`src/rtl/axil_pkg.sv`:
```
// Shared types and helpers for the AXI4-Lite to register-bus bridge.
package axil_pkg;

    // AXI response codes
    localparam logic [1:0] RESP_OKAY   = 2'b00;
    localparam logic [1:0] RESP_SLVERR = 2'b10;
    localparam logic [1:0] RESP_DECERR = 2'b11;

    // Generic channel FSM encoding; the write/read views below share it
    typedef enum logic [1:0] {ChIdle, ChReq, ChWait, ChResp} chan_state_e;

    typedef enum logic [1:0] {WIdle, WReq, WWait, WResp} w_state_e;

    typedef enum logic [1:0] {RIdle, RReq, RWait, RResp} r_state_e;

    function automatic logic addr_in_window(input logic [31:0] addr, input logic [31:0] base,
                                            input int unsigned win_bits);
        return (addr >> win_bits) == (base >> win_bits);
    endfunction

    function automatic logic [31:0] addr_offset(input logic [31:0] addr,
                                                input int unsigned win_bits);
        return addr & ((32'd1 << win_bits) - 32'd1);
    endfunction

endpackage

```
`src/rtl/axil_reg_chan.sv`:
```
// Generic request/wait/response channel FSM, used once for writes and once for reads.
// With AXIL_BRIDGE_TIMEOUT_EN defined, WAIT gives up after TIMEOUT_CYC cycles (SLVERR).
module axil_reg_chan
    import axil_pkg::*;
#(
    parameter int unsigned TIMEOUT_CYC = 255
) (
    input  logic       clk,
    input  logic       rstn,
    input  logic       start,
    input  logic       in_win,
    input  logic       done,
    input  logic       resp_ready,
    output logic       req,
    output logic       resp_valid,
    output logic [1:0] resp,
    output logic [1:0] state
);

    chan_state_e state_q, state_d;
    logic [1:0]  resp_q, resp_d;
    logic        timeout;

`ifdef AXIL_BRIDGE_TIMEOUT_EN
    localparam int unsigned CntW = (TIMEOUT_CYC > 1) ? $clog2(TIMEOUT_CYC) : 1;
    logic [CntW-1:0] cnt_q;

    // Count cycles spent in WAIT; anywhere else (including REQ) it sits at zero.
    always_ff @(posedge clk or negedge rstn) begin
        if (!rstn) begin
            cnt_q <= '0;
        end else if (state_q == ChWait) begin
            cnt_q <= cnt_q + CntW'(1);
        end else begin
            cnt_q <= '0;
        end
    end

    assign timeout = (state_q == ChWait) && (cnt_q == CntW'(TIMEOUT_CYC - 1));
`else
    assign timeout = 1'b0;
`endif

    // State and response-code registers.
    always_ff @(posedge clk or negedge rstn) begin
        if (!rstn) begin
            state_q <= ChIdle;
            resp_q  <= RESP_OKAY;
        end else begin
            state_q <= state_d;
            resp_q  <= resp_d;
        end
    end

    // Next state; completion wins over a timeout landing in the same cycle.
    always_comb begin
        state_d = state_q;
        resp_d  = resp_q;
        req     = 1'b0;
        unique case (state_q)
            ChIdle: begin
                if (start) begin
                    if (in_win) begin
                        state_d = ChReq;
                    end else begin
                        state_d = ChResp;
                        resp_d  = RESP_DECERR;
                    end
                end
            end
            ChReq: begin
                req = 1'b1;
                if (done) begin
                    state_d = ChResp;
                    resp_d  = RESP_OKAY;
                end else begin
                    state_d = ChWait;
                end
            end
            ChWait: begin
                if (done) begin
                    state_d = ChResp;
                    resp_d  = RESP_OKAY;
                end else if (timeout) begin
                    state_d = ChResp;
                    resp_d  = RESP_SLVERR;
                end
            end
            ChResp: begin
                if (resp_ready) begin
                    state_d = ChIdle;
                end
            end
            default: state_d = ChIdle;
        endcase
    end

    assign resp_valid = (state_q == ChResp);
    assign resp       = resp_q;
    assign state      = state_q;

endmodule

```
`src/rtl/axil_reg_bridge.sv`:
```
// AXI4-Lite slave to single-cycle register-bus bridge, one outstanding access per channel.
// Optional build macro: AXIL_BRIDGE_TIMEOUT_EN (WAIT-state completion timeout).
module axil_reg_bridge
    import axil_pkg::*;
#(
    parameter logic [31:0] BASE_ADDR   = 32'h4000_0000,
    parameter int unsigned WIN_BITS    = 12,
    parameter int unsigned TIMEOUT_CYC = 255
) (
    input  logic        clk,
    input  logic        rstn,
    input  logic [31:0] s_awaddr,
    input  logic        s_awvalid,
    output logic        s_awready,
    input  logic [31:0] s_wdata,
    input  logic [3:0]  s_wstrb,
    input  logic        s_wvalid,
    output logic        s_wready,
    output logic [1:0]  s_bresp,
    output logic        s_bvalid,
    input  logic        s_bready,
    input  logic [31:0] s_araddr,
    input  logic        s_arvalid,
    output logic        s_arready,
    output logic [31:0] s_rdata,
    output logic [1:0]  s_rresp,
    output logic        s_rvalid,
    input  logic        s_rready,
    output logic [31:0] waddr,
    output logic [31:0] wdata,
    output logic        wen,
    output logic [3:0]  wstrb,
    input  logic        wready,
    output logic [31:0] raddr,
    output logic        ren,
    input  logic [31:0] rdata,
    input  logic        rvalid
);

    logic        aw_held_q, w_held_q, ar_held_q;
    logic [31:0] awaddr_q, wdata_q, araddr_q, rdata_q;
    logic [3:0]  wstrb_q;
    logic [1:0]  w_chan_state, r_chan_state;
    w_state_e    w_state;
    r_state_e    r_state;
    logic        aw_hs, w_hs, ar_hs, b_hs, r_hs;
    logic        w_start, r_start, r_capture;

    assign w_state = w_state_e'(w_chan_state);
    assign r_state = r_state_e'(r_chan_state);

    // Each address/data slot accepts one beat and refuses more until its response is taken
    assign aw_hs = s_awvalid & ~aw_held_q;
    assign w_hs  = s_wvalid & ~w_held_q;
    assign ar_hs = s_arvalid & ~ar_held_q;
    assign b_hs  = s_bvalid & s_bready;
    assign r_hs  = s_rvalid & s_rready;

    assign w_start   = aw_held_q & w_held_q & (w_state == WIdle);
    assign r_start   = ar_held_q & (r_state == RIdle);
    assign r_capture = rvalid & ((r_state == RReq) | (r_state == RWait));

    // Hold AW/W/AR beats until the matching B/R handshake.
    always_ff @(posedge clk or negedge rstn) begin
        if (!rstn) begin
            aw_held_q <= 1'b0;
            w_held_q  <= 1'b0;
            ar_held_q <= 1'b0;
            awaddr_q  <= '0;
            wdata_q   <= '0;
            wstrb_q   <= '0;
            araddr_q  <= '0;
        end else begin
            if (aw_hs) begin
                aw_held_q <= 1'b1;
                awaddr_q  <= s_awaddr;
            end else if (b_hs) begin
                aw_held_q <= 1'b0;
            end
            if (w_hs) begin
                w_held_q <= 1'b1;
                wdata_q  <= s_wdata;
                wstrb_q  <= s_wstrb;
            end else if (b_hs) begin
                w_held_q <= 1'b0;
            end
            if (ar_hs) begin
                ar_held_q <= 1'b1;
                araddr_q  <= s_araddr;
            end else if (r_hs) begin
                ar_held_q <= 1'b0;
            end
        end
    end

    // Read data: zero on acceptance so DECERR/SLVERR return 0, loaded on completion.
    always_ff @(posedge clk or negedge rstn) begin
        if (!rstn) begin
            rdata_q <= '0;
        end else if (ar_hs) begin
            rdata_q <= '0;
        end else if (r_capture) begin
            rdata_q <= rdata;
        end
    end

    axil_reg_chan #(
        .TIMEOUT_CYC(TIMEOUT_CYC)
    ) u_wr_chan (
        .clk       (clk),
        .rstn      (rstn),
        .start     (w_start),
        .in_win    (addr_in_window(awaddr_q, BASE_ADDR, WIN_BITS)),
        .done      (wready),
        .resp_ready(s_bready),
        .req       (wen),
        .resp_valid(s_bvalid),
        .resp      (s_bresp),
        .state     (w_chan_state)
    );

    axil_reg_chan #(
        .TIMEOUT_CYC(TIMEOUT_CYC)
    ) u_rd_chan (
        .clk       (clk),
        .rstn      (rstn),
        .start     (r_start),
        .in_win    (addr_in_window(araddr_q, BASE_ADDR, WIN_BITS)),
        .done      (rvalid),
        .resp_ready(s_rready),
        .req       (ren),
        .resp_valid(s_rvalid),
        .resp      (s_rresp),
        .state     (r_chan_state)
    );

    assign s_awready = ~aw_held_q;
    assign s_wready  = ~w_held_q;
    assign s_arready = ~ar_held_q;
    assign waddr     = addr_offset(awaddr_q, WIN_BITS);
    assign wdata     = wdata_q;
    assign wstrb     = wstrb_q;
    assign raddr     = addr_offset(araddr_q, WIN_BITS);
    assign s_rdata   = rdata_q;

endmodule

```
`config.mk`:
```
export PLATFORM = sky130hd
export DESIGN_NAME = axil_reg_bridge
export DESIGN_NICKNAME = d
export VERILOG_FILES = /design/src/rtl/axil_pkg.sv /design/src/rtl/axil_reg_chan.sv /design/src/rtl/axil_reg_bridge.sv
export SDC_FILE = /design/constraint.sdc
export NUM_CORES = 1
export LEC_CHECK = 0
export CORE_UTILIZATION = 37
export CTS_CLUSTER_DIAMETER = 60
export DETAILED_ROUTE_END_ITERATION = 12
export GPL_TIMING_DRIVEN = 1
export PLACE_DENSITY = 0.76
export SYNTH_ARGS = -nofsm -noshare
export SYNTH_HDL_FRONTEND = slang
export SYNTH_SLANG_ARGS = --single-unit
export TNS_END_PERCENT = 20
```
`constraint.sdc`:
```
create_clock -name clk -period 1.8 [get_ports clk]
set_clock_uncertainty 0.2 [all_clocks]
set_input_delay 0.18 -clock clk [delete_from_list [all_inputs] [get_ports clk]]
set_output_delay 0.18 -clock clk [all_outputs]
set_load 0.02 [all_outputs]
```
==> reports/metrics.cfg, run 1 <==
[synth]
yosysTopAreaCell=dfrtp_1
synth_area_leaders=dfrtp_1 (58%), mux2_2 (19%), buf_4 (8.2%)
synth_edf_count=0
synthArstFlopShare_pct=100.0
synth_top_area_share_pct=58.32
avgSynthCellArea_um2=13.97
ys_seq_elements=141
ys_top_cells_by_count=dfrtp_1 (141), mux2_2 (100), buf_4 (66)
synth.most_common_cell=dfrtp_1
synth_cell_types=34
postSynthCellCount=433
synthFlopType=dfrtp_1
synth-warning-count=0
seq_area_frac_synth_pct=58.32
syn_area_um2=6050

[detailed_routing]
vias=4182
drcViolationCount=0
drtAntennaViolNets=0
wl_per_cell_um=16.08
drtIter0Drc=128
routed_wirelength_um=14420
drt_pass1_iterations=4
vias_per_cell=4.662

[clock_network]
path_clk_slew_ns=0.06
cts_buffers=17
tritoncts=built
cts-root-buf=clkbuf_16
clock-sinks=141
clockBufferDepth=2
insertion_delay_ns=0.42
cts_max_level=4

[pwr]
peakVddDrop_mv=0.9015
p_per_area_nw_per_um2=1786
p_leak_nw=4.619
total_power_mw=16.61

[worst_setup_path]
cp.required_ns=1.96
timing.rr.end=s_rdata[28]
rr_worst_depth=5
worst_ep_arrival_time_ns=1.94
r2r-start=u_rd_chan.state[0]
critPathLaunchType=flip-flop
crit_path_end_kind=flip-flop
endpoint=s_rdata[28]
crit_fanout=32
cp-startpoint=u_rd_chan.state[0]
critPathKind=reg -> reg
regToRegSetupSlack_ns=0.02

[timing]
rsz0062_at_grt=yes
fin_tns_setup_ns=0
finalHoldViolCount=0
slew_viol_final=0
finalCritPeriodShare_pct=98.85
clock.fmax_mhz=562.0
post-route-min-period_ns=1.779
hold_slack_ns=0.04518
finalSetupViolCount=0
final.setup.worst_slack_ns=0.02068

[status]
outcome=complete, no violations

[finish]
fin_cells=897
n_fill_cell=1251
regArea_um2=3530
drive_gt1_share_pct=24.96
fin_nets=820
area_delta_synth_final_pct=53.75
antenna_cells=0
multi_input_area_um2=2086

[worst_hold_path]
min_path_type=in -> async

[global_route]
grt_pass1_vias=4344
grt_max_degree=44
grt_usage_pct=17.27
antenna_found_initial=0
grt_pass1_wl_um=21710
grt.overflow.total=0

[die]
core_area_um2=15940
die_y_um=129.9
initial_core_util_pct=37.95
pin_count=284
dieArea_um2=16860
fp.dieW_um=129.9
num_rows=46

[placed_design]
gp_congestion=0.7669
io_buffers=243
dp_hpwl_um=10690
place_ws_ns=-0.07053
dp.cells=864

[job]
drv_cap=0

-- layout by cell type, fill, tap and decap left out, drive strengths merged --
cell type      instances
bufinv                 3
nor2                   7
a22o                  33
nand3                  4
a21bo                  1
or4                    4
nor2b                  3
nand2                  4
nand3b                 1
mux2                 100
a2111oi                2
dlygate4sd3            1
conb                  40
buf                   22
and3                   2
clkbuf                21
ha                    10
a211o                  1
o21ai                  1
nor4b                  2
nor4                   4
a311oi                 1
o221ai                 2
dlymetal6s2s          56
a31oi                  2
clkinvlp               3
clkdlybuf4s50        159
dlygate4sd2           23
nand4                  1
nand2b                 1
clkinv                 4
a21oi                  3
a21o                   4
inv                   13
dfrtp                141
o21bai                 2
-- worst max-delay path, stage by stage, from the launching register on --
cell and delay, ns:
dfrtp_1 0.40, inv_1 0.18, ha_2 0.35, a21oi_2 0.20, buf_12 0.21, a22o_1 0.17
-- worst min-delay path by stage --
stage | from | endpoint | cells after the start
after floorplan | rstn | ar_held_q | 0
after global placement | rstn | s_rdata[17] | 1
after detailed placement | rstn | araddr_q[16] | 1
after CTS | rstn | araddr_q[17] | 2
after global routing | rstn | araddr_q[17] | 2
final | rstn | araddr_q[17] | 2
-- registers in the layout, indices dropped and copies added (netlist names) --
signal and cells:
ar_held_q 1, araddr_q 32, aw_held_q 1, awaddr_q 32, s_rdata 32, u_rd_chan.resp 1
u_rd_chan.state 2, u_wr_chan.resp 1, u_wr_chan.state 2, w_held_q 1, wdata 32, wstrb 4
-- power by group --
part / switching (mW) / internal [mW]
sequential: 0.897 / 4.75
combinational: 3.51 / 3.88
clock: 1.33 / 2.24
-- through the flow --
step / util, % / cell area (um^2)
after floorplan: - / 6196
after detailed placement: 53.71 / 8563
after CTS: 57.38 / 9148
after global routing: 58.34 / 9301
final: 58.34 / 9301
after global placement: 53.71 / 8563
-- layer usage --
metal  part of all wire (%)  GRT usage, %  up-vias
li1                       -             -     1897
met1                     38         18.37     2057
met2                     53         30.54      206
met3                    8.2         7.011       22
met4                    1.5         6.703        0
met5                      0             0        -
-- layout make-up --
class                   count  area share, %
clock inverters            11          1.520
well taps                 216          2.906
repair buffers            262          29.81
inverters                  12         0.4843
clock buffers              20          4.910
flip-flops and latches    141          37.95
multi-input cells         235          22.42
-- timing repair --
action,CTS,global route
endpoints found under the hold margin,141,0
hold buffers,1,0
resized for setup,38,66
setup endpoints to repair,28,96
pin swaps,0,1
setup buffers,0,1
-- logic make-up after synthesis --
family / synth area share, %
other cells: 0.06199
flops: 58.32
fa+ha+maj: 2.068
simple gates: 3.351
mux: 18.61
buf+inv: 10.40
compound gates: 7.177
No activity file was read; power rests on OpenSTA's default activity.
==> run 2: changes to the inputs <==
--- a/config.mk
+++ b/config.mk
@@ -5,11 +5,13 @@
 export SDC_FILE = /design/constraint.sdc
 export NUM_CORES = 1
 export LEC_CHECK = 0
-export CORE_UTILIZATION = 37
+export ABC_AREA = 1
+export CORE_UTILIZATION = 38
 export CTS_CLUSTER_DIAMETER = 60
 export DETAILED_ROUTE_END_ITERATION = 12
 export GPL_TIMING_DRIVEN = 1
 export PLACE_DENSITY = 0.76
+export RECOVER_POWER = 50
 export SYNTH_ARGS = -nofsm -noshare
 export SYNTH_HDL_FRONTEND = slang
 export SYNTH_SLANG_ARGS = --single-unit
==> reports/metrics.cfg, run 2 <==
[clock_network]
clock-sinks=141  ; unchanged
clockBufferDepth=2  ; unchanged
tritoncts=built
cts_buffers=17  ; unchanged
cts-root-buf=clkbuf_16
cts_setup_buffers=0  ; unchanged
insertion_delay_ns=0.41  ; about the same
path_clk_slew_ns=0.06  ; about the same
cts_max_level=4  ; unchanged

[pwr]
power.switching_mw=6.034  ; +5.1%
peakVddDrop_mv=0.7423  ; -18%
intPower_mw=10.78  ; -0.79%
pwr-share-clk_pct=21.8  ; +0.3 points
p_sw_share_pct=35.88  ; +1.3 points
comb_power_share_pct=45.1  ; +0.6 points
pwr-share-seq_pct=33.2  ; -0.8 points
p_per_area_nw_per_um2=1785  ; about the same
total_power_mw=16.82  ; +1.2%
p_leak_nw=4.643  ; +0.53%

[worst_setup_path]
regToRegSetupSlack_ns=0.11  ; +0.09 ns
critPathLaunchType=flip-flop
path_buf_inv=1  ; -1
crit_path_end_kind=output pin
rr_worst_depth=6  ; +1
max_stage_delay_ns=0.61  ; +0.21 ns
crit_chain=clkdlybuf4s50_1
worst_ep_arrival_time_ns=1.38  ; -0.56 ns
crit_fanout=2  ; -94%
path_depth=1  ; -4
critPathKind=reg -> out
critPathTopFamily=buffers and inverters
cp.required_ns=1.42  ; -0.54 ns
cp_slowest_cell=clkdlybuf4s50_1

[synth]
synth_top_area_share_pct=54.26  ; -4.1 points
synth_cell_types=22  ; -35%
avgSynthCellArea_um2=11.84  ; -15%
syn_area_um2=6502  ; +7.5%
synthFlopType=dfrtp_1
synthArstFlopShare_pct=100.0  ; unchanged
postSynthCellCount=549  ; +27%
synth_edf_count=0  ; unchanged
synth.most_common_cell=dfrtp_1
synth-warning-count=0  ; unchanged
seq_area_frac_synth_pct=54.26  ; -4.1 points
ys_top_cells_by_count=dfrtp_1 (141), buf_4 (73), nand3_1 (71)
synth_area_leaders=dfrtp_1 (54%), mux2_2 (11%), buf_4 (8.4%)
yosysTopAreaCell=dfrtp_1
ys_seq_elements=141  ; unchanged

[worst_hold_path]
min_path_type=in -> reg
holdPathStages=3

[timing]
final.setup.worst_slack_ns=0.04346  ; +0.02279 ns
slew_viol_final=0  ; unchanged
tightestPinTransition_ns=1.117
fin_tns_setup_ns=0  ; unchanged
finalSetupViolCount=0  ; unchanged
slew_headroom_pct=25.56
clock.fmax_mhz=569.3  ; +1.3%
post-route-min-period_ns=1.757  ; -0.02279 ns
finalHoldViolCount=0  ; unchanged
finalCritPeriodShare_pct=97.59  ; -1.3 points

[die]
die_y_um=132.8  ; +2.3%
pin_count=284  ; unchanged
num_rows=47  ; +2.2%
dieArea_um2=17640  ; +4.6%
core_area_um2=16640  ; +4.4%
fp.dieW_um=132.8  ; +2.3%
initial_core_util_pct=39.07  ; +1.1 points

[finish]
antenna_cells=0  ; unchanged
fin_nets=930  ; +13%
final_cell_mix=clkdlybuf4s50_1 (187), dfrtp_1 (141), nand3_1 (71)
multi_input_area_um2=2248  ; +7.8%
regArea_um2=3528  ; about the same
drive_gt1_share_pct=16.81  ; -8.1 points
layout_commonest_cell=clkdlybuf4s50_1
area_delta_synth_final_pct=44.87
n_fill_cell=1424  ; +14%
fin_cells=1011  ; +13%

[detailed_routing]
vias_per_cell=4.539  ; -2.6%
vias=4589  ; +9.7%
wl_per_cell_um=15.10  ; -6.1%
drtAntennaViolNets=0  ; unchanged
drt_pass1_iterations=4  ; unchanged
drcViolationCount=0  ; unchanged
routed_wirelength_um=15270  ; +5.9%
drtIter0Drc=105  ; -18%

[job]
drv_cap=0  ; unchanged

[global_route]
grt_pass1_wl_um=25210  ; +16%
grt_max_degree=46  ; +4.5%
grt.overflow.total=0  ; unchanged
antenna_found_initial=0  ; unchanged
grt_usage_pct=18.36  ; +1.1 points
grt_pass1_vias=4884  ; +12%

[placed_design]
place_ws_ns=-0.01270  ; +0.05783 ns
dp_hpwl_um=11170  ; +4.4%
gp_congestion=0.7561  ; -1.4%
dp.cells=979  ; +13%
io_buffers=243  ; unchanged

[status]
outcome=complete, no violations

## run 2: cell count changes after synthesis, sizes merged, moves of 6 or more
cell and change:
nand2 +62, buf +6, a21oi +6, mux2 -6, nand3 +67, inv +11
nor2 +24, a22o -33
## run 2: logic make-up after synthesis
family,Yosys count,synth area share (%)
AO/OA/AOI/OAI,19,1.655
adder cells (fa/ha/maj),10,1.924
buffers and inverters,112,12.24
flip-flops,141,54.26
multiplexers,94,17.95
other,1,0.05767
AND/OR/NAND/NOR,172,11.91
## run 2: repair_timing
action | CTS | global route
endpoints found under the setup margin | 27 | 70
hold buffers | 1 | 0
gates resized for setup | 28 | 40
hold endpoints to repair | 141 | 0
gates cloned | 0 | 0
pin swaps | 0 | 0
## run 2: power groups by stage
stage | sequential (mW) | combinational (mW) | clock (mW)
2_1_floorplan | 6.44 | 4.39 | 0
3_3_place_gp | 5.58 | 8.04 | 0
3_5_place_dp | 5.63 | 8.18 | 0
4_1_cts | 5.62 | 8.09 | 3.76
5_1_grt | 5.80 | 8.22 | 3.89
6_report | 5.58 | 7.58 | 3.66
## run 2: routing by layer
layer	GRT usage (%)	part of all wire, %	vias to the layer above
met5	0	0	-
met4	6.194	1.5	0
met3	5.594	6.4	18
met2	30.83	52	156
met1	22.36	40	2231
li1	-	-	2184
## run 2: through the flow
step | instance area, um^2 | hold slack (ns) | util (%)
finish | 9420 | 0.1205 | 56.60
global route | 9420 | 0.1134 | 56.60
CTS | 9493 | 0.07513 | 57.04
detailed placement | 8889 | -0.04520 | 53.41
global placement | 8889 | -0.04486 | 53.41
floorplan | 6649 | -0.3156 | -
## run 2: final timing paths
| path | from | endpoint |
|---|---|---|
| max | s_rdata[3] | s_rdata[3] |
| min | rdata[13] | s_rdata[13] |
| max reg2reg | u_rd_chan.state[0] | s_rdata[2] |
| min reg2reg | ar_held_q | ar_held_q |
| max in group asynchronous | rstn | s_rdata[8] |
| min in group asynchronous | rstn | s_rdata[28] |
## run 2: cell type report
class                   instances  area share, %
flip-flops and latches        141          37.46
clock buffers                  20          4.742
well taps                     220          2.922
multi-input cells             335          23.87
clock inverters                11          1.780
inverters                      23         0.9165
repair buffers                261          28.32
